`src/rtl/qu_common_pkg.sv`:
```
// Shared queue/scheduler types: ROB tags and reservation-station entry indices.
package qu_common;

  localparam int unsigned QU_RES_ST_DEPTH = 32;
  localparam int unsigned QU_ROB_DEPTH    = 64;

  typedef logic [$clog2(QU_RES_ST_DEPTH)-1:0] res_st_addr_t;
  typedef logic [$clog2(QU_ROB_DEPTH)-1:0]    rob_addr_t;

endpackage

```
`src/rtl/res_st_sched_rr_picker.sv`:
```
// Round-robin picker: first asserted request at or after ptr, wrapping at N-1.
module rr_picker #(
  parameter  int unsigned N  = 32,
  localparam int unsigned AW = $clog2(N)
) (
  input  logic [N-1:0]  req,
  input  logic [AW-1:0] ptr,
  output logic [N-1:0]  gnt,
  output logic [AW-1:0] idx,
  output logic          valid
);

  logic [AW-1:0] cand;

  // N is a power of two, so AW-bit addition wraps exactly at N.
  always_comb begin
    gnt   = '0;
    idx   = '0;
    valid = 1'b0;
    cand  = '0;
    for (int unsigned k = 0; k < N; k++) begin
      cand = ptr + AW'(k);
      if (!valid && req[cand]) begin
        valid = 1'b1;
        idx   = cand;
      end
    end
    if (valid) gnt[idx] = 1'b1;
  end

endmodule

```
`src/rtl/res_st_sched.sv`:
```
// Reservation-station scheduler: entry allocation, tag wakeup and
// round-robin issue of ready entries to a single functional unit.
module res_st_sched
  import qu_common::*;
#(
  parameter int unsigned RES_ST_DEPTH = QU_RES_ST_DEPTH
) (
  input  logic                            clk,
  input  logic                            rst,
  input  logic                            flush,
  input  logic                            disp_valid,
  output logic                            disp_ready,
  input  rob_addr_t                       disp_qj,
  input  rob_addr_t                       disp_qk,
  output logic                            rs_wr_en,
  output res_st_addr_t                    rs_wr_addr,
  input  logic                            retire_en,
  input  rob_addr_t                       retire_addr,
  output logic                            issue_valid,
  input  logic                            issue_ready,
  output res_st_addr_t                    issue_addr,
  output logic [$clog2(RES_ST_DEPTH):0]   occupancy
);

  localparam int unsigned AW = $clog2(RES_ST_DEPTH);
  localparam int unsigned OW = AW + 1;

  logic [RES_ST_DEPTH-1:0] busy, busy_nxt, alloc_oh, ready_vec, pick_gnt, iss_oh;
  rob_addr_t               qj [RES_ST_DEPTH];
  rob_addr_t               qk [RES_ST_DEPTH];
  logic [AW-1:0]           rr_ptr, iss_addr, alloc_addr, pick_ptr, pick_idx;
  logic                    iss_valid, pick_valid, have_free, collide, hs, wr;
  logic [OW-1:0]           occ;

  always_comb begin
    have_free  = 1'b0;
    alloc_addr = '0;
    for (int unsigned i = 0; i < RES_ST_DEPTH; i++) begin
      if (!busy[i] && !have_free) begin
        have_free  = 1'b1;
        alloc_addr = AW'(i);
      end
    end
  end

  // Refuse a micro-op whose source is being broadcast now: its tag would be
  // written after the wakeup and never cleared.
  assign collide = retire_en &&
                   ((disp_qj != '0 && disp_qj == retire_addr) ||
                    (disp_qk != '0 && disp_qk == retire_addr));

  assign disp_ready = !rst && !flush && have_free && !collide;
  assign wr         = disp_valid && disp_ready;
  assign hs         = iss_valid && issue_ready;

  always_comb begin
    alloc_oh = '0;
    if (wr) alloc_oh[alloc_addr] = 1'b1;
    busy_nxt = (busy & ~(hs ? iss_oh : '0)) | alloc_oh;
    for (int unsigned i = 0; i < RES_ST_DEPTH; i++)
      ready_vec[i] = busy[i] && qj[i] == '0 && qk[i] == '0 && !iss_oh[i];
  end

  // On a handshake the replacement is picked from issue_addr+1 in the same
  // cycle, so sustained issue runs one entry per cycle.
  assign pick_ptr = hs ? iss_addr + AW'(1) : rr_ptr;

  rr_picker #(.N(RES_ST_DEPTH)) u_picker (
    .req   (ready_vec),
    .ptr   (pick_ptr),
    .gnt   (pick_gnt),
    .idx   (pick_idx),
    .valid (pick_valid)
  );

  always_ff @(posedge clk or posedge rst) begin
    if (rst) begin
      busy      <= '0;
      rr_ptr    <= '0;
      iss_valid <= 1'b0;
      iss_addr  <= '0;
      iss_oh    <= '0;
      occ       <= '0;
      for (int unsigned i = 0; i < RES_ST_DEPTH; i++) begin
        qj[i] <= '0;
        qk[i] <= '0;
      end
    end else if (flush) begin
      busy      <= '0;
      iss_valid <= 1'b0;
      iss_oh    <= '0;
      occ       <= '0;
    end else begin
      busy <= busy_nxt;
      if (retire_en) begin
        for (int unsigned i = 0; i < RES_ST_DEPTH; i++) begin
          if (busy[i] && qj[i] != '0 && qj[i] == retire_addr) qj[i] <= '0;
          if (busy[i] && qk[i] != '0 && qk[i] == retire_addr) qk[i] <= '0;
        end
      end
      if (wr) begin
        qj[alloc_addr] <= disp_qj;
        qk[alloc_addr] <= disp_qk;
      end
      if (hs) rr_ptr <= iss_addr + AW'(1);
      if (hs || !iss_valid) begin
        iss_valid <= pick_valid;
        iss_addr  <= pick_idx;
        iss_oh    <= pick_gnt;
      end
      if (wr && !hs)      occ <= occ + OW'(1);
      else if (!wr && hs) occ <= occ - OW'(1);
    end
  end

  assign rs_wr_en    = wr;
  assign rs_wr_addr  = res_st_addr_t'(alloc_addr);
  assign issue_valid = iss_valid;
  assign issue_addr  = res_st_addr_t'(iss_addr);
  assign occupancy   = occ;

endmodule

```
`config.mk`:
```
export PLATFORM = sky130hd
export DESIGN_NAME = res_st_sched
export DESIGN_NICKNAME = d
export VERILOG_FILES = /design/src/rtl/qu_common_pkg.sv /design/src/rtl/res_st_sched_rr_picker.sv /design/src/rtl/res_st_sched.sv
export SDC_FILE = /design/constraint.sdc
export NUM_CORES = 2
export LEC_CHECK = 0
export CORE_MARGIN = 1.5
export CORE_UTILIZATION = 55
export DETAILED_ROUTE_END_ITERATION = 8
export PLACE_DENSITY = 0.71
export SLEW_MARGIN = 20
export SYNTH_ARGS = -nofsm -noshare
export SYNTH_HDL_FRONTEND = slang
export SYNTH_SLANG_ARGS = --single-unit
```
`constraint.sdc`:
```
create_clock -name clk -period 49.7 [get_ports clk]
set_input_delay 14.91 -clock clk [delete_from_list [all_inputs] [get_ports clk]]
set_output_delay 14.91 -clock clk [all_outputs]
set_load 0.02 [all_outputs]
```
* Word-level counts from Yosys, hierarchy flattened
Cells that the tools add are included.
** Operators by class
- Add/subtract/negate cells :: 34
- Order comparisons :: 38
- Eq/ne operators :: 66
- Multiplexer cells :: 281
- Bitwise operators :: 5
- Reductions and logical operators :: 564
** Operator list (number)
- 192-bit 2-to-1 mux :: 6
- 6-bit 2-to-1 mux :: 68
- 6-bit equality test :: 66
- 6-bit nonzero test :: 66
- 192-bit bitwise mux :: 2
- 6-bit logical NOT :: 64
- 5-bit 2-to-1 mux :: 62
- 1-bit logical AND :: 299
- 5-bit by 6-bit less-than comparator with 1-bit output (second input constant) :: 34
- 32-bit 2-to-1 mux :: 6
- 1-bit binary-select mux with 5-bit select :: 32
- 1-bit logical NOT :: 130
- 1-bit 2-to-1 mux :: 101
- 5-bit adder (second input constant) :: 16
- 5-bit by 4-bit adder with 5-bit output (second input constant) :: 8
- 32-bit AND :: 1
- 32-bit NOT :: 1
- 32-bit OR :: 1
- 6-bit demux with 5-bit select :: 1
- 5-bit by 3-bit adder with 5-bit output (second input constant) :: 4
- 5-bit by 1-bit adder with 5-bit output (second input constant) :: 2
- 5-bit by 2-bit adder with 5-bit output (second input constant) :: 2
- 1-bit demux with 5-bit select :: 2
- 5-bit by 1-bit greater-or-equal comparator with 1-bit output (second input constant) :: 2
- 11 further kinds :: 12
** Word-level totals
- Register bits after elaboration :: 465
- Input bits :: 24
- Output and inout bits :: 19

* Longest topological paths before layout
- Word-level depth :: 107
- Gate-level depth with buffers :: 30
- Mapped depth without buffers :: 21

* Cells and area by module
A second synthesis with hierarchy kept.
** Unflattened totals
- Cell total of the unflattened synthesis :: 3661
- Area total of the unflattened synthesis :: 33863.7 sq um
** Modules (own cells, without submodules)
- res_st_sched :: instances 1, cells an instance 2751, area each 26376.5 sq um, seq. area each 11636.2 sq um
- rr_picker :: instances 1, cells an instance 910, area each 7487.2 sq um, seq. area each 0.0 sq um

* Least setup slack after synthesis
No wires, ideal clock.
- Path type :: input to output
- From :: input port disp_qk[0]
- To :: output port rs_wr_en
- Arrival :: 16.530 ns
- Required time :: 34.790 ns
- Setup slack :: 18.260 ns
- Stages on the path :: 8
- Cell sequence :: nor3_1 > a211oi_1 > a21oi_1 > o22ai_1 > a211o_1 > a31oi_1 > and2_1 > clkbuf_1
** On the way
- Cells in the longest elaborated chain, start to end :: 7
** Ends and longest elaborated chain
- from (decl) :: line res_st_sched.sv:14 : input rob_addr_t disp_qk,
- 6-bit equality test or 6-bit nonzero test (tied branches) :: line res_st_sched.sv:50 : (disp_qk != '0 && disp_qk == retire_addr));
- 1-bit logical AND (*) :: line res_st_sched.sv:50
- 1-bit logical OR (*) :: line res_st_sched.sv:49 : ((disp_qj != '0 && disp_qj == retire_addr) ||
- 1-bit logical AND (*) :: line res_st_sched.sv:48 : assign collide = retire_en &&
- 1-bit logical NOT (*) :: line res_st_sched.sv:52 : assign disp_ready = !rst && !flush && have_free && !collide;
- 1-bit logical AND (*) :: line res_st_sched.sv:52
- net disp_ready :: line res_st_sched.sv:12 : output logic disp_ready,
- 1-bit logical AND (*) :: line res_st_sched.sv:53 : assign wr = disp_valid && disp_ready;
- to (decl) :: line res_st_sched.sv:15 : output logic rs_wr_en,
The timed path passes the listed nets; every way through them passes the cells marked *.

* Worst setup path in the final report
- From :: input port retire_addr[4]
- To :: output port rs_wr_en
** On the way
- Cells in the longest elaborated chain, start to end :: 7
** Ends and longest elaborated chain
- from (decl) :: line res_st_sched.sv:18 : input rob_addr_t retire_addr,
- 6-bit equality test (on tied branches) :: line res_st_sched.sv:49, res_st_sched.sv:50
- 1-bit logical AND (on tied branches) :: line res_st_sched.sv:49, res_st_sched.sv:50
- 1-bit logical OR (*) :: line res_st_sched.sv:49
- 1-bit logical AND (*) :: line res_st_sched.sv:48
- 1-bit logical NOT (*) :: line res_st_sched.sv:52
- 1-bit logical AND (*) :: line res_st_sched.sv:52
- 1-bit logical AND (*) :: line res_st_sched.sv:53
Mark *: on every way between the ends. The rest lies on a longest branch, timed or not.

==> run_summary.xml <==
<?xml version="1.0" encoding="UTF-8"?>
<metrics>
  <group name="outcome">
    <metric name="outcome" unit="">finished, final reports clean</metric>
  </group>
  <group name="global_route">
    <metric name="pin_count_of_the_biggest_net_entering_global_routing" unit="">147</metric>
    <metric name="grt.met2_usage" unit="">0.607</metric>
    <metric name="globalRoute.busiestLayer" unit="">met2</metric>
    <metric name="fraction_of_met1_tracks_used_by_global_routing" unit="">0.500</metric>
    <metric name="number_of_antenna_violations_at_the_first_check_in_global_routing" unit="">3</metric>
    <metric name="groute.layer.met3.usage" unit="">0.0700</metric>
    <metric name="overflow" unit="">0</metric>
    <metric name="first_global_vias" unit="">27535</metric>
    <metric name="grt_first_pass_wirelength" unit="um">165000</metric>
    <metric name="all_layer_global_routing_usage" unit="">0.382</metric>
  </group>
  <group name="die">
    <metric name="floorplan_die_width" unit="um">238</metric>
    <metric name="floorplan.io_pins" unit="">43</metric>
    <metric name="die_y" unit="um">238</metric>
    <metric name="core_region_area" unit="um2">54100</metric>
    <metric name="start_util" unit="">0.559</metric>
    <metric name="floorplan.die_area" unit="um2">56500</metric>
    <metric name="floorplan.rows" unit="">85</metric>
  </group>
  <group name="placed_design">
    <metric name="dp_worst_setup_slack" unit="ns">16.44</metric>
    <metric name="place.detailed.instances" unit="">4072</metric>
    <metric name="buffer_ports.inserted" unit="">42</metric>
    <metric name="dpl_cell_area" unit="um2">31000</metric>
    <metric name="dpl.hpwl" unit="um">72500</metric>
    <metric name="gp_congestion" unit="">0.980</metric>
  </group>
  <group name="yosys">
    <metric name="synth_async_sr_flop_share" unit="">1.00</metric>
    <metric name="synth_mux_area_frac" unit="">0.0458</metric>
    <metric name="largest_family_of_logic_cells_by_synthesized_area" unit="">simple AND/OR/NAND/NOR gates</metric>
    <metric name="synthesis.nets" unit="">3528</metric>
    <metric name="synthTopCellsByArea" unit="">dfrtp_1 (38%), xor2_1 (7.9%), nand2_1 (7.0%)</metric>
    <metric name="ys.warnings.count" unit="">0</metric>
    <metric name="synth-seq-area-share" unit="">0.384</metric>
    <metric name="post_synth_and_or_nand_nor_area_fraction" unit="">0.205</metric>
    <metric name="yosysTopAreaCellShare" unit="">0.384</metric>
    <metric name="synth_ff_type" unit="">dfrtp_1</metric>
    <metric name="postSynthCellCount" unit="">3486</metric>
    <metric name="synth_cell_type_count" unit="">106</metric>
    <metric name="synth_top_cell_by_area" unit="">dfrtp_1</metric>
    <metric name="edff_count_synth" unit="">0</metric>
    <metric name="ys_ff_latch" unit="">465</metric>
    <metric name="post_synth_fa_ha_maj_area_fraction" unit="">0.00769</metric>
    <metric name="synth_xor_area_frac" unit="">0.129</metric>
    <metric name="avgSynthCellArea" unit="um2">8.69</metric>
    <metric name="synthesis.area" unit="um2">30300</metric>
    <metric name="synth_compound_gate_area_share" unit="">0.183</metric>
  </group>
  <group name="clock_tree">
    <metric name="htree_num_levels" unit="">2</metric>
    <metric name="tritoncts" unit="">built</metric>
    <metric name="cts_root_buf" unit="">clkbuf_16</metric>
    <metric name="cts_buffers" unit="">50</metric>
    <metric name="cts.sinks" unit="">465</metric>
    <metric name="cts_post_setup_buffers_inserted" unit="">0</metric>
    <metric name="clkSlewWorstSetupHoldPaths" unit="ns">0.05</metric>
    <metric name="postCtsResizedCells" unit="">0</metric>
    <metric name="worst_skew_pair.late_latency" unit="ns">0.64</metric>
    <metric name="post_cts_hold_buffer_count" unit="">0</metric>
    <metric name="clock_tree.buffer_depth" unit="">3</metric>
  </group>
  <group name="critical_path">
    <metric name="critical_path.max_fanout" unit="">45</metric>
    <metric name="arrival" unit="ns">18.42</metric>
    <metric name="rr_worst_depth" unit="">20</metric>
    <metric name="crit_path_max_incr_delay" unit="ns">0.89</metric>
    <metric name="worst_path_depth" unit="">9</metric>
    <metric name="worst-endpoint-required" unit="ns">34.79</metric>
    <metric name="critical-path-top-cell-by-count" unit="">buf_4</metric>
    <metric name="timing.critical_path.max_delay_family" unit="">buffers and inverters</metric>
    <metric name="number_of_buffer_and_inverter_instances_along_the_worst_setup_path" unit="">3</metric>
    <metric name="critPathKind" unit="">primary input to output pin</metric>
    <metric name="critical_path.cell_chain" unit="">buf_4, buf_4, xnor2_1, nand3_1, o22ai_1, a211o_1, a31oi_1, and2_1, clkdlybuf4s50_1</metric>
    <metric name="worst_setup_path_end_kind" unit="">output pin</metric>
    <metric name="worst_path_max_delay_cell" unit="">buf_4</metric>
    <metric name="cp-start-kind" unit="">primary input</metric>
  </group>
  <group name="routing">
    <metric name="drt-wirelength-per-cell" unit="um">26.1</metric>
    <metric name="drt-total-wl" unit="um">109000</metric>
    <metric name="vias" unit="">28408</metric>
    <metric name="number_of_drc_violations_after_detailed_routing" unit="">0</metric>
    <metric name="drt.antenna.violating_nets" unit="">0</metric>
    <metric name="first_iter_violations" unit="">3164</metric>
    <metric name="avgViaCountPerCell" unit="">6.83</metric>
    <metric name="detailedRoute.firstPassIterationCount" unit="">6</metric>
  </group>
  <group name="cells_and_area">
    <metric name="post_route_cells_drive_above_1_share" unit="">0.0751</metric>
    <metric name="post_layout_utilization_of_the_core" unit="">0.604</metric>
    <metric name="multiInputGateArea" unit="um2">17300</metric>
    <metric name="layout-area-overhead-vs-synth" unit="%">8.04</metric>
    <metric name="num_antenna_cells" unit="">0</metric>
    <metric name="layout_commonest_cell" unit="">nand2_1</metric>
    <metric name="instances_no_fill" unit="">4160</metric>
    <metric name="area.sequential" unit="um2">11600</metric>
    <metric name="fill_cells" unit="">4569</metric>
    <metric name="mostFrequentLayoutCells" unit="">nand2_1 (568), dfrtp_1 (465), o21ai_0 (372)</metric>
    <metric name="design.final.nets" unit="">3470</metric>
    <metric name="final_design_area_no_fill" unit="um2">32700</metric>
  </group>
  <group name="sta">
    <metric name="final-setup-viol-count" unit="">0</metric>
    <metric name="rsz_0062_raised_after_global_routing" unit="">no</metric>
    <metric name="fin_ws" unit="ns">16.37</metric>
    <metric name="slew_viol_final" unit="">0</metric>
    <metric name="final_period_minus_worst_setup_slack" unit="ns">33.33</metric>
    <metric name="timing.final.hold_violations" unit="">0</metric>
    <metric name="finClkSkew" unit="ns">0.0630</metric>
    <metric name="max_clock_freq" unit="GHz">0.0300</metric>
    <metric name="share_of_the_cycle_needed_by_the_critical_path_after_routing" unit="">0.671</metric>
    <metric name="timing.hold.ws" unit="ns">0.517</metric>
    <metric name="worst_slew_pin_slew" unit="ns">1.40</metric>
    <metric name="finalSetupTns" unit="ns">0</metric>
    <metric name="slew_headroom" unit="">0.0655</metric>
  </group>
  <group name="power_and_ir_drop">
    <metric name="p_leak" unit="nW">13.4</metric>
    <metric name="vdd_ir_drop_max" unit="V">0.0000544</metric>
    <metric name="totalPowerFinal" unit="mW">1.87</metric>
    <metric name="power_per_cell_area" unit="nW/um2">57.1</metric>
  </group>
  <group name="flow_run">
    <metric name="max-cap-violations" unit="">0</metric>
  </group>
  <group name="min_path">
    <metric name="hold_path_class" unit="">flip-flop to flip-flop</metric>
    <metric name="hold-path-cell-count" unit="">2</metric>
  </group>
</metrics>
-- flip-flops by register name (all words and copies together) (netlist names) --
register,cells
occupancy,6
busy,32
qk,192
iss_oh,32
issue_addr,5
rr_ptr,5
qj,192
issue_valid,1
-- layer usage --
| metal | vias to the layer above | routed length (um) |
|---|---|---|
| li1 | 12403 | - |
| met1 | 14043 | 42800 |
| met2 | 1577 | 49700 |
| met3 | 385 | 10200 |
| met4 | 0 | 6090 |
| met5 | - | 0 |
-- Yosys cell counts, drive strengths merged (7+ instances only) --
cell     instances
nand2          570
dfrtp          465
o21ai          377
xor2           275
nor2           183
xnor2          160
nor4           139
o22ai          137
clkbuf         131
inv            122
a21oi           95
nand3           87
nand4           75
nor3            68
buf             62
a21o            59
mux2i           45
nand2b          39
nor4b           37
mux4            32
o31ai           28
a2111oi         25
a211oi          19
a32o            18
and2            18
o211ai          18
ha              17
mux2            16
a22oi           13
or4             11
or2             10
a221o            9
and3             9
o2111ai          9
a31oi            8
nor2b            8
a221oi           7
o21bai           7
or3              7
-- cells by family after synthesis --
kind of cell | count (synthesis)
buf+inv | 316
mux | 93
simple gates | 1278
compound gates | 881
flops | 465
xor+xnor | 435
fa+ha+maj | 18
-- worst min-delay path, cell delays in order, from the launching register on --
cell     delay [ns]
dfrtp_1        0.35
nand2_1        0.05
o21ai_0        0.07
-- area by class of cell --
class,instances,area share
Tap cell,696,0.0266
Inverter,123,0.0145
Timing Repair Buffer,83,0.0218
Multi-Input combinational cell,2705,0.530
Clock buffer,71,0.0446
Clock inverter,17,0.00643
Sequential cell,465,0.356
-- worst paths after layout --
path | start | end | slack (ns)
min in group asynchronous | rst | qj[183] | 14.89
min | rr_ptr[2] | rr_ptr[2] | 0.52
max reg2reg | issue_addr[0] | iss_oh[26] | 40.44
max | retire_addr[4] | rs_wr_en | 16.37
min reg2reg | rr_ptr[2] | rr_ptr[2] | 0.52
max in group asynchronous | rst | issue_addr[3] | 33.26
-- where the power goes --
part | internal, mW | switching (mW) | total [mW]
clock network | 0.220 | 0.162 | 0.382
logic | 0.320 | 0.747 | 1.07
registers | 0.395 | 0.0225 | 0.417
No activity file was read; power rests on OpenSTA's default activity.
